### src/rtl/encoder_8_3_queued.sv
// Captures up to 8 one-bit request lines and presents them one at a time as a 3-bit index over valid/ready.
// Define ROUND_ROBIN_EN for rotating priority; the default build uses fixed priority with bit 7 highest.
module encoder_8_3_queued #(
    parameter logic [7:0] REQ_MASK = 8'hFF
) (
    input  logic       clock,
    input  logic       reset,
    input  logic [7:0] req,
    input  logic       en,
    input  logic       out_ready,
    output logic       out_valid,
    output logic [2:0] out_idx,
    output logic [7:0] pending
);

    // Handshake: a transfer happens on a rising edge where out_valid and out_ready are both 1.
    // Once out_valid is high, out_idx is held stable until that transfer (no preemption).
    // out_ready is ignored while out_valid is low.

    typedef enum logic {
        IDLE = 1'b0,
        HOLD = 1'b1
    } state_t;

    state_t     state_q;
    state_t     state_nxt;
    logic [7:0] pending_q;
    logic [7:0] pending_nxt;
    logic [7:0] set_v;
    logic [7:0] clr_v;
    logic [2:0] idx_q;
    logic [2:0] idx_nxt;
    logic [2:0] sel_idx;
    logic [2:0] sel_j;
    logic [2:0] last_cur;
    logic       accept;

    assign accept = (state_q == HOLD) && out_ready;
    assign clr_v  = accept ? (8'd1 << idx_q) : 8'd0;
    assign set_v  = req & REQ_MASK & {8{en}};

    // A new event on the bit being accepted re-queues it, so set is applied after clr.
    assign pending_nxt = (pending_q & ~clr_v) | set_v;

`ifdef ROUND_ROBIN_EN
    logic [2:0] last_q;

    // The index accepted this cycle already counts as served for the next selection.
    assign last_cur = accept ? idx_q : last_q;

    always_ff @(posedge clock) begin
        if (reset) begin
            last_q <= 3'd0;
        end else begin
            last_q <= last_cur;
        end
    end
`else
    assign last_cur = 3'd0;
`endif

    // Search (last-1) down to last; later matches overwrite earlier, so the nearest wins.
    always_comb begin
        sel_idx = 3'd0;
        sel_j   = 3'd0;
        for (int i = 8; i >= 1; i--) begin
            sel_j = last_cur - 3'(i);
            if (pending_nxt[sel_j]) begin
                sel_idx = sel_j;
            end
        end
    end

    always_comb begin
        state_nxt = state_q;
        idx_nxt   = idx_q;
        case (state_q)
            IDLE: begin
                if (|pending_nxt) begin
                    state_nxt = HOLD;
                    idx_nxt   = sel_idx;
                end
            end
            HOLD: begin
                if (out_ready) begin
                    if (|pending_nxt) begin
                        idx_nxt = sel_idx;
                    end else begin
                        state_nxt = IDLE;
                    end
                end
            end
            default: begin
                state_nxt = IDLE;
            end
        endcase
    end

    always_ff @(posedge clock) begin
        if (reset) begin
            state_q   <= IDLE;
            pending_q <= 8'd0;
            idx_q     <= 3'd0;
        end else begin
            state_q   <= state_nxt;
            pending_q <= pending_nxt;
            idx_q     <= idx_nxt;
        end
    end

    assign out_valid = (state_q == HOLD);
    assign out_idx   = idx_q;
    assign pending   = pending_q;

endmodule
### config.mk
export PLATFORM = sky130hd
export DESIGN_NAME = encoder_8_3_queued
export DESIGN_NICKNAME = d
export VERILOG_FILES = /design/src/rtl/encoder_8_3_queued.sv
export SDC_FILE = /design/constraint.sdc
export NUM_CORES = 1
export LEC_CHECK = 0
export CORE_ASPECT_RATIO = 1.25
export CORE_UTILIZATION = 25
export DETAILED_ROUTE_END_ITERATION = 10
export PLACE_DENSITY = 0.56
export RECOVER_POWER = 100
export REMOVE_ABC_BUFFERS = 1
export SYNTH_ARGS = -nofsm -noshare
export SYNTH_HDL_FRONTEND = slang
export SYNTH_SLANG_ARGS = --single-unit
### constraint.sdc
create_clock -name clock -period 3 [get_ports clock]
set_clock_uncertainty 0.2 [all_clocks]
set_input_delay 0.45 -clock clock [delete_from_list [all_inputs] [get_ports clock]]
set_output_delay 0.45 -clock clock [all_outputs]
set_load 0.02 [all_outputs]
**After elaboration in Yosys (flattened, before gate mapping)**

Index checks and enable logic that the tools add are counted.

- Equal/unequal tests: 1
- Shifts and indexed selects: 1
- Multiplexer cells: 14
- Bitwise logic cells: 5
- Reduce and logical (&&, ||, !) cells: 2

Operators with widths:

| kind | number |
|---|---|
| 3-bit two-way mux | 6 |
| 8-bit bitwise AND | 2 |
| 8-bit two-way mux | 1 |
| 8-bit NOT | 1 |
| 8-bit OR | 1 |
| 8-bit OR reduction | 1 |
| 1-bit by 3-bit left shift with 8-bit output, first input constant | 1 |
| 3-bit case mux with 2 select lines | 1 |
| 2-bit two-way mux | 2 |
| 1-bit two-way mux | 3 |
| 2-bit != test, second input constant | 1 |
| 1-bit case mux with 2 select lines | 1 |
| 1-bit logical AND | 1 |
| 1-bit NOT | 1 |

- Register bits: 12
- Bits of input ports: 12
- Output and inout bits: 12
- Word-level logic and storage cells: 26

**Longest topological paths before layout**

Gate-level depths: netlist of run 1.

- Word-level depth: 15
- Mapped depth: 6
- Gate-level depth less buffers: 5

**Least setup slack after synthesis of run 1**

OpenSTA, ideal clock, no wires.

- Kind: register to register
- From: register idx_q[0] (netlist: out_idx[0])
- To: register idx_q[0] (netlist: out_idx[0])
- Library setup time: 114 ps
- Arrival: 1595 ps
- Data required time: 2686 ps
- Slack: 1090 ps
- Cell stages (with the launch flop): 7
- Buffers on the path: 1
- Period minus slack after synthesis: 1910 ps
- Cell sequence: dfxtp_1 buf_6 and4b_4 o211a_4 and4_4 a41oi_2 a21bo_1

- Cells in the longest elaborated chain, start to end: 15
- Elaborated cells between the ends (all ways): 16
- Classes of those cells: shift: 1; mux: 11; bitwise: 3; reduce/logical: 1

Ends and longest elaborated chain:

| item | line | source |
|---|---|---|
| from (decl) | 31 | `logic [2:0] idx_q;` |
| from (signal assigned) | 107 | `idx_q <= idx_nxt;` |
| 1-bit by 3-bit left shift with 8-bit output | 39 | `assign clr_v = accept ? (8'd1 << idx_q) : 8'd0;` |
| 8-bit two-way mux | 39 |  |
| 8-bit NOT | 43 | `assign pending_nxt = (pending_q & ~clr_v) \| set_v;` |
| 8-bit bitwise AND | 43 |  |
| 8-bit OR | 43 |  |
| 1-bit two-way mux | 68 | `if (pending_nxt[sel_j]) begin` |
| 2-bit two-way mux (2 in series) | 68 |  |
| 3-bit two-way mux (4 in series) | 68 |  |
| 3-bit two-way mux * | 79, 86 |  |
| 3-bit two-way mux | 85 | `if (out_ready) begin` |
| 3-bit case mux with 2 select lines * | 77 | `case (state_q)` |

Mark *: on every way between the ends. The rest lies on a longest branch, timed or not. The select of a mux whose other input is x is not followed.
A chain may end at the register's enable or synchronous reset.

**Worst setup path after layout of run 1**

- From: input out_ready
- To: register idx_q[0] (netlist: out_idx[0])

- Cells in the longest elaborated chain, start to end: 15
- Elaborated cells between the ends (all ways): 17
- Classes of those cells: eq/ne: 1; mux: 11; bitwise: 3; reduce/logical: 2

Ends and longest elaborated chain:

| item | line | source |
|---|---|---|
| from (decl) | 10 | `input logic out_ready,` |
| 1-bit logical AND | 38 | `assign accept = (state_q == HOLD) && out_ready;` |
| 8-bit two-way mux | 39 |  |
| 8-bit NOT | 43 |  |
| 8-bit bitwise AND | 43 |  |
| 8-bit OR | 43 |  |
| 1-bit two-way mux | 68 |  |
| 2-bit two-way mux (2 in series) | 68 |  |
| 3-bit two-way mux (4 in series) | 68 |  |
| 3-bit two-way mux | 79, 86 |  |
| 3-bit two-way mux | 85 |  |
| 3-bit case mux with 2 select lines | 77 |  |

Several ways; a longest one is shown, not always the timed one. The select of a mux whose other input is x is not followed.

==> results.json, run 1 <==
{
  "cellInternalPower_w": 0.0003257,
  "synth_cell_types": 40,
  "crit_slowest_cell": "dlygate4sd3_1",
  "die_h_um": 63.52,
  "tightestPinTransition_ps": 465.6,
  "clock_latency_ps": 270,
  "grt_pass1_wl_um": 3153,
  "die_area_um2": 3253,
  "netlist_instances": 81,
  "io_buffers": 23,
  "multiInputGateArea_um2": 446.7,
  "initial_utilization_pct": 27.18,
  "placed_cells": 134,
  "ys.flop_type": "dfxtp_1",
  "cts_buffers": 3,
  "worst_hold_slack_ps": 339.8,
  "num_rows": 21,
  "drive_gt1_share_pct": 11.54,
  "grt_pass1_vias": 722,
  "htreeDepth": 1,
  "dp_hpwl_um": 1394,
  "fin_cells": 138,
  "post_cts_buffers": 0,
  "period_share_pct": 82.53,
  "cts-root-buf": "clkbuf_4",
  "powerDensity_nw_per_um2": 476.2,
  "syn_area_per_cell_um2": 9.345,
  "cp-start-kind": "primary input",
  "wl_per_cell_um": 13.40,
  "clockPowerShare_pct": 27.4,
  "grt_max_degree": 12,
  "hold_viol": 0,
  "drt-total-wl_um": 1849,
  "synth_edf_count": 0,
  "postRouteAntennaNets": 0,
  "vias": 679,
  "end_kind": "register",
  "combPwrFrac_pct": 31.4,
  "cts.repair.resized": 0,
  "relSlewSlack_pct": 68.96,
  "tritoncts": "yes",
  "yosys_warnings": 0,
  "outcome": "finished clean",
  "cap_violations": 0,
  "postCtsHoldBufs": 0,
  "cp_data_arrival_time_ps": 2450,
  "drt_iter0_drc": 16,
  "clk_path_buf_depth": 2,
  "finalNetCount": 117,
  "grt_antenna_before_repair": 0,
  "grt_overflow": 0,
  "cp_cell_sequence": "dlygate4sd3_1 -> nand4_1 -> a221oi_1 -> and4_1 -> a211oi_1 -> a21bo_1",
  "gp_congestion": 0.7597,
  "drc": 0,
  "slew_violations": 0,
  "n_fill_cell": 319,
  "seq_area_frac_synth_pct": 31.74,
  "fp.dieW_um": 51.22,
  "syn_area_um2": 757.0,
  "async_reset_ff_share_pct": 0,
  "setup_tns_ps": 0,
  "fin_crit_ps": 2476,
  "p_switching_w": 0.0001575,
  "firstDrtPassIters": 4,
  "seqPwrFrac_pct": 41.2,
  "leakage_nw": 0.4049,
  "slowest_delay_ps": 680,
  "critPathMaxFanout": 8,
  "required_ps": 2980,
  "swShare_pct": 32.60,
  "regArea_um2": 240.2,
  "diodes": 0,
  "yosysTopAreaCell": "dfxtp_1",
  "vias_per_cell": 4.920,
  "ir_drop_mv": 0.2153,
  "synthTopCellsByArea": "dfxtp_1, nor2_1, o21a_1",
  "synth_common_cells": "dfxtp_1, nor2_1, inv_1, o21ai_0",
  "grt_usage_pct": 12.61,
  "rsz0062_at_grt": "false",
  "pin_count": 24,
  "coreArea_um2": 2785,
  "setup_viol_count_final": 0,
  "cts.sinks": 12,
  "clock.fmax_mhz": 403.9,
  "yosysMostFrequentCell": "dfxtp_1",
  "min-delay-path-class": "reg2reg",
  "synth_top_area_share_pct": 31.74,
  "ys_ff_latch": 12,
  "clk_pin_slew_ps": 80,
  "area_growth_pct": 34.05,
  "critPathKind": "in2reg"
}
==> power groups by stage <==
stage               registers (W)  clock network (W)   logic, W
finish                   0.000199           0.000133   0.000152
global route             0.000204           0.000142   0.000166
CTS                      0.000202           0.000135   0.000165
detailed placement       0.000205                  0   0.000164
global placement         0.000205                  0   0.000163
floorplan                0.000218                  0  0.0000800
==> cell type report <==
class                      count  share of cell area [%]
clock buffer                   4                   3.576
sequential                    12                   23.67
timing repair buffer          23                   22.69
multi-input combinational     60                   44.02
inverter                       5                   1.850
tap                           34                   4.192
==> stage by stage <==
stage | power (W) | utilization, % | setup WS, ps | area [um2]
after floorplan | 0.0002984 | - | 1070 | 732.0
after global placement | 0.0003684 | 36.07 | 508.2 | 1005
after detailed placement | 0.0003696 | 36.07 | 480.3 | 1005
after CTS | 0.0005019 | 37.38 | 762.7 | 1041
after global routing | 0.0005121 | 36.43 | 355.1 | 1015
final | 0.0004832 | 36.43 | 524.2 | 1015
==> cell usage in the layout, fill, tap and decap left out, types with 2 or more instances in the layout <==
master           Yosys  routed
dlygate4sd3_1        0      13
nor2b_1              2       2
a21oi_1              4       4
nand2_1              4       4
o21a_1               4       4
dfxtp_1             12      12
inv_1                5       5
a22o_1               2       2
clkdlybuf4s50_1      0      10
nor2_1               8       8
o21ai_0              5       5
a22oi_1              2       2
mux2i_1              2       2
clkbuf_4             0       3
nand2b_1             2       2
==> final timing paths <==
kind / start / endpoint / slack (ps) / cells past startpoint
worst max-delay path: out_ready / out_idx[0] / 520 / 6
worst min-delay path: pending[0] / pending[0] / 340 / 2
worst max register to register: out_idx[0] / out_idx[0] / 850 / 5
worst min register to register: pending[0] / pending[0] / 340 / 2
==> cell families (layout without fill, tap and decap cells) <==
group                  after synthesis  count (layout)  synth area share (%)
AND/OR/NAND/NOR                     28              28                 24.46
AO/OA/AOI/OAI                       30              30                 35.37
multiplexers                         2               2                 2.645
buffers and inverters                9              32                 5.785
flip-flops                          12              12                 31.74
==> routing by layer <==
layer	GRT usage, %	share of wire (%)	wire length [um]
met1	16.52	48	884
met2	20.72	48	891
met5	0	0	0
met3	2.415	3.5	65
met4	3.378	0.43	8
==> sequential cells by signal (all words and copies together), names as in the netlist <==
signal     flops
out_valid      1
out_idx        3
pending        8
==> critical path, delay by kind of cell <==
kind | cells | cell delay (ps)
AOI/OAI and AO/OA | 3 | 760
and+or+nand+nor | 2 | 560
buffers and inverters | 1 | 680
No activity file was read; power rests on OpenSTA's default activity.
==> run 2, diff against run 1 <==
clock period = 2.55 ns   (was 3 ns; I/O delays follow)
==> results.json, run 2 (synthesis gave the netlist of run 1 again) <==
{
  "outcome": "finished clean",
  "gp_congestion": 0.8036,
  "end_kind": "register",
  "cts.sinks": 12,
  "required_ps": 2520,
  "tightestPinTransition_ps": 437.7,
  "vias": 705,
  "leakage_nw": 0.4138,
  "die_area_um2": 3253,
  "grt_antenna_before_repair": 0,
  "wl_per_cell_um": 13.67,
  "cts.repair.resized": 0,
  "cp_data_arrival_time_ps": 2230,
  "fin_cells": 139,
  "slew_violations": 0,
  "mostFrequentLayoutCells": "dlygate4sd3_1, dfxtp_1, clkdlybuf4s50_1",
  "ir_drop_mv": 0.2662,
  "rsz0062_at_grt": "false",
  "pin_count": 24,
  "coreArea_um2": 2785,
  "postCtsHoldBufs": 0,
  "clk_path_buf_depth": 2,
  "cp-start-kind": "primary input",
  "largest_reg_flops": 8,
  "mostFrequentLayoutCell": "dlygate4sd3_1",
  "cap_violations": 0,
  "fp.dieW_um": 51.22,
  "io_buffers": 23,
  "n_fill_cell": 316,
  "setup_viol_count_final": 0,
  "clock_latency_ps": 270,
  "hold_viol": 0,
  "grt_max_degree": 12,
  "initial_utilization_pct": 27.18,
  "grt_overflow": 0,
  "area_growth_pct": 36.86,
  "diodes": 0,
  "dp_hpwl_um": 1407,
  "cts_buffers": 3,
  "cts-root-buf": "clkbuf_4",
  "period_share_pct": 88.39,
  "clk_pin_slew_ps": 80,
  "critPathKind": "in2reg",
  "powerDensity_nw_per_um2": 525.5,
  "grt_pass1_vias": 680,
  "tritoncts": "yes",
  "drc": 0,
  "vias_per_cell": 5.072,
  "fin_crit_ps": 2254,
  "grt_pass1_wl_um": 3105,
  "drt-total-wl_um": 1900,
  "drt_iter0_drc": 10,
  "placed_cells": 136,
  "relSlewSlack_pct": 70.72,
  "num_rows": 21,
  "die_h_um": 63.52,
  "clock.fmax_mhz": 443.7,
  "critPathMaxFanout": 8,
  "setup_tns_ps": 0,
  "finalNetCount": 119,
  "min-delay-path-class": "reg2reg",
  "postRouteAntennaNets": 0,
  "post_cts_buffers": 0,
  "firstDrtPassIters": 4,
  "htreeDepth": 1,
  "drive_gt1_share_pct": 14.29,
  "grt_usage_pct": 12.77
}
## run 2: critical path, stage by stage
cell and delay, ps:
dlygate4sd3_1 690, nand4_1 230, a221oi_4 340, and4_4 310, a211oi_1 80, a21bo_1 190
## run 2: metal layers
metal  track usage (%)  vias to the layer above  wire, um
met3             2.899                        4        61
met4             6.081                        0        27
li1                  -                      352         -
met2             19.08                       14       883
met5                 0                        -         0
met1             17.01                      335       928
## run 2: path summary, 6_finish.rpt
path	endpoint	depth (start not counted)	start	slack [ps]
min reg2reg	pending[0]	2	pending[0]	330
max	out_idx[0]	6	out_ready	300
min	pending[0]	2	pending[0]	330
max reg2reg	out_idx[0]	5	out_idx[0]	560
## run 2: final cells by class
cell class,instances,area [um2],share of cell area (%)
Timing Repair Buffer,25,245.2,23.67
Multi-Input combinational cell,60,466.7,45.05
Tap cell,34,42.54,4.106
Inverter,5,18.77,1.812
Clock buffer,3,22.52,2.174
Sequential cell,12,240.2,23.19
## run 2: metrics by stage
stage / utilization [%] / worst slack (ps) / power, W / hold slack, ps / area (um2)
finish: 37.20 / 296.0 / 0.0005445 / 330.6 / 1036
detailed placement: 36.61 / 126.4 / 0.0004392 / 333.8 / 1020
global route: 37.20 / 216.0 / 0.0005785 / 381.0 / 1036
global placement: 36.61 / 131.2 / 0.0004387 / 332.7 / 1020
floorplan: - / 620.2 / 0.0003511 / 251.6 / 732.0
CTS: 37.42 / 416.8 / 0.0005597 / 354.7 / 1042
## run 2: power by group
group / leakage (nW) / internal, W / switching (W)
logic: 0.300 / 0.0000971 / 0.0000921
registers: 0.100 / 0.000207 / 0.0000288
clock network: 0.0138 / 0.0000546 / 0.0000651
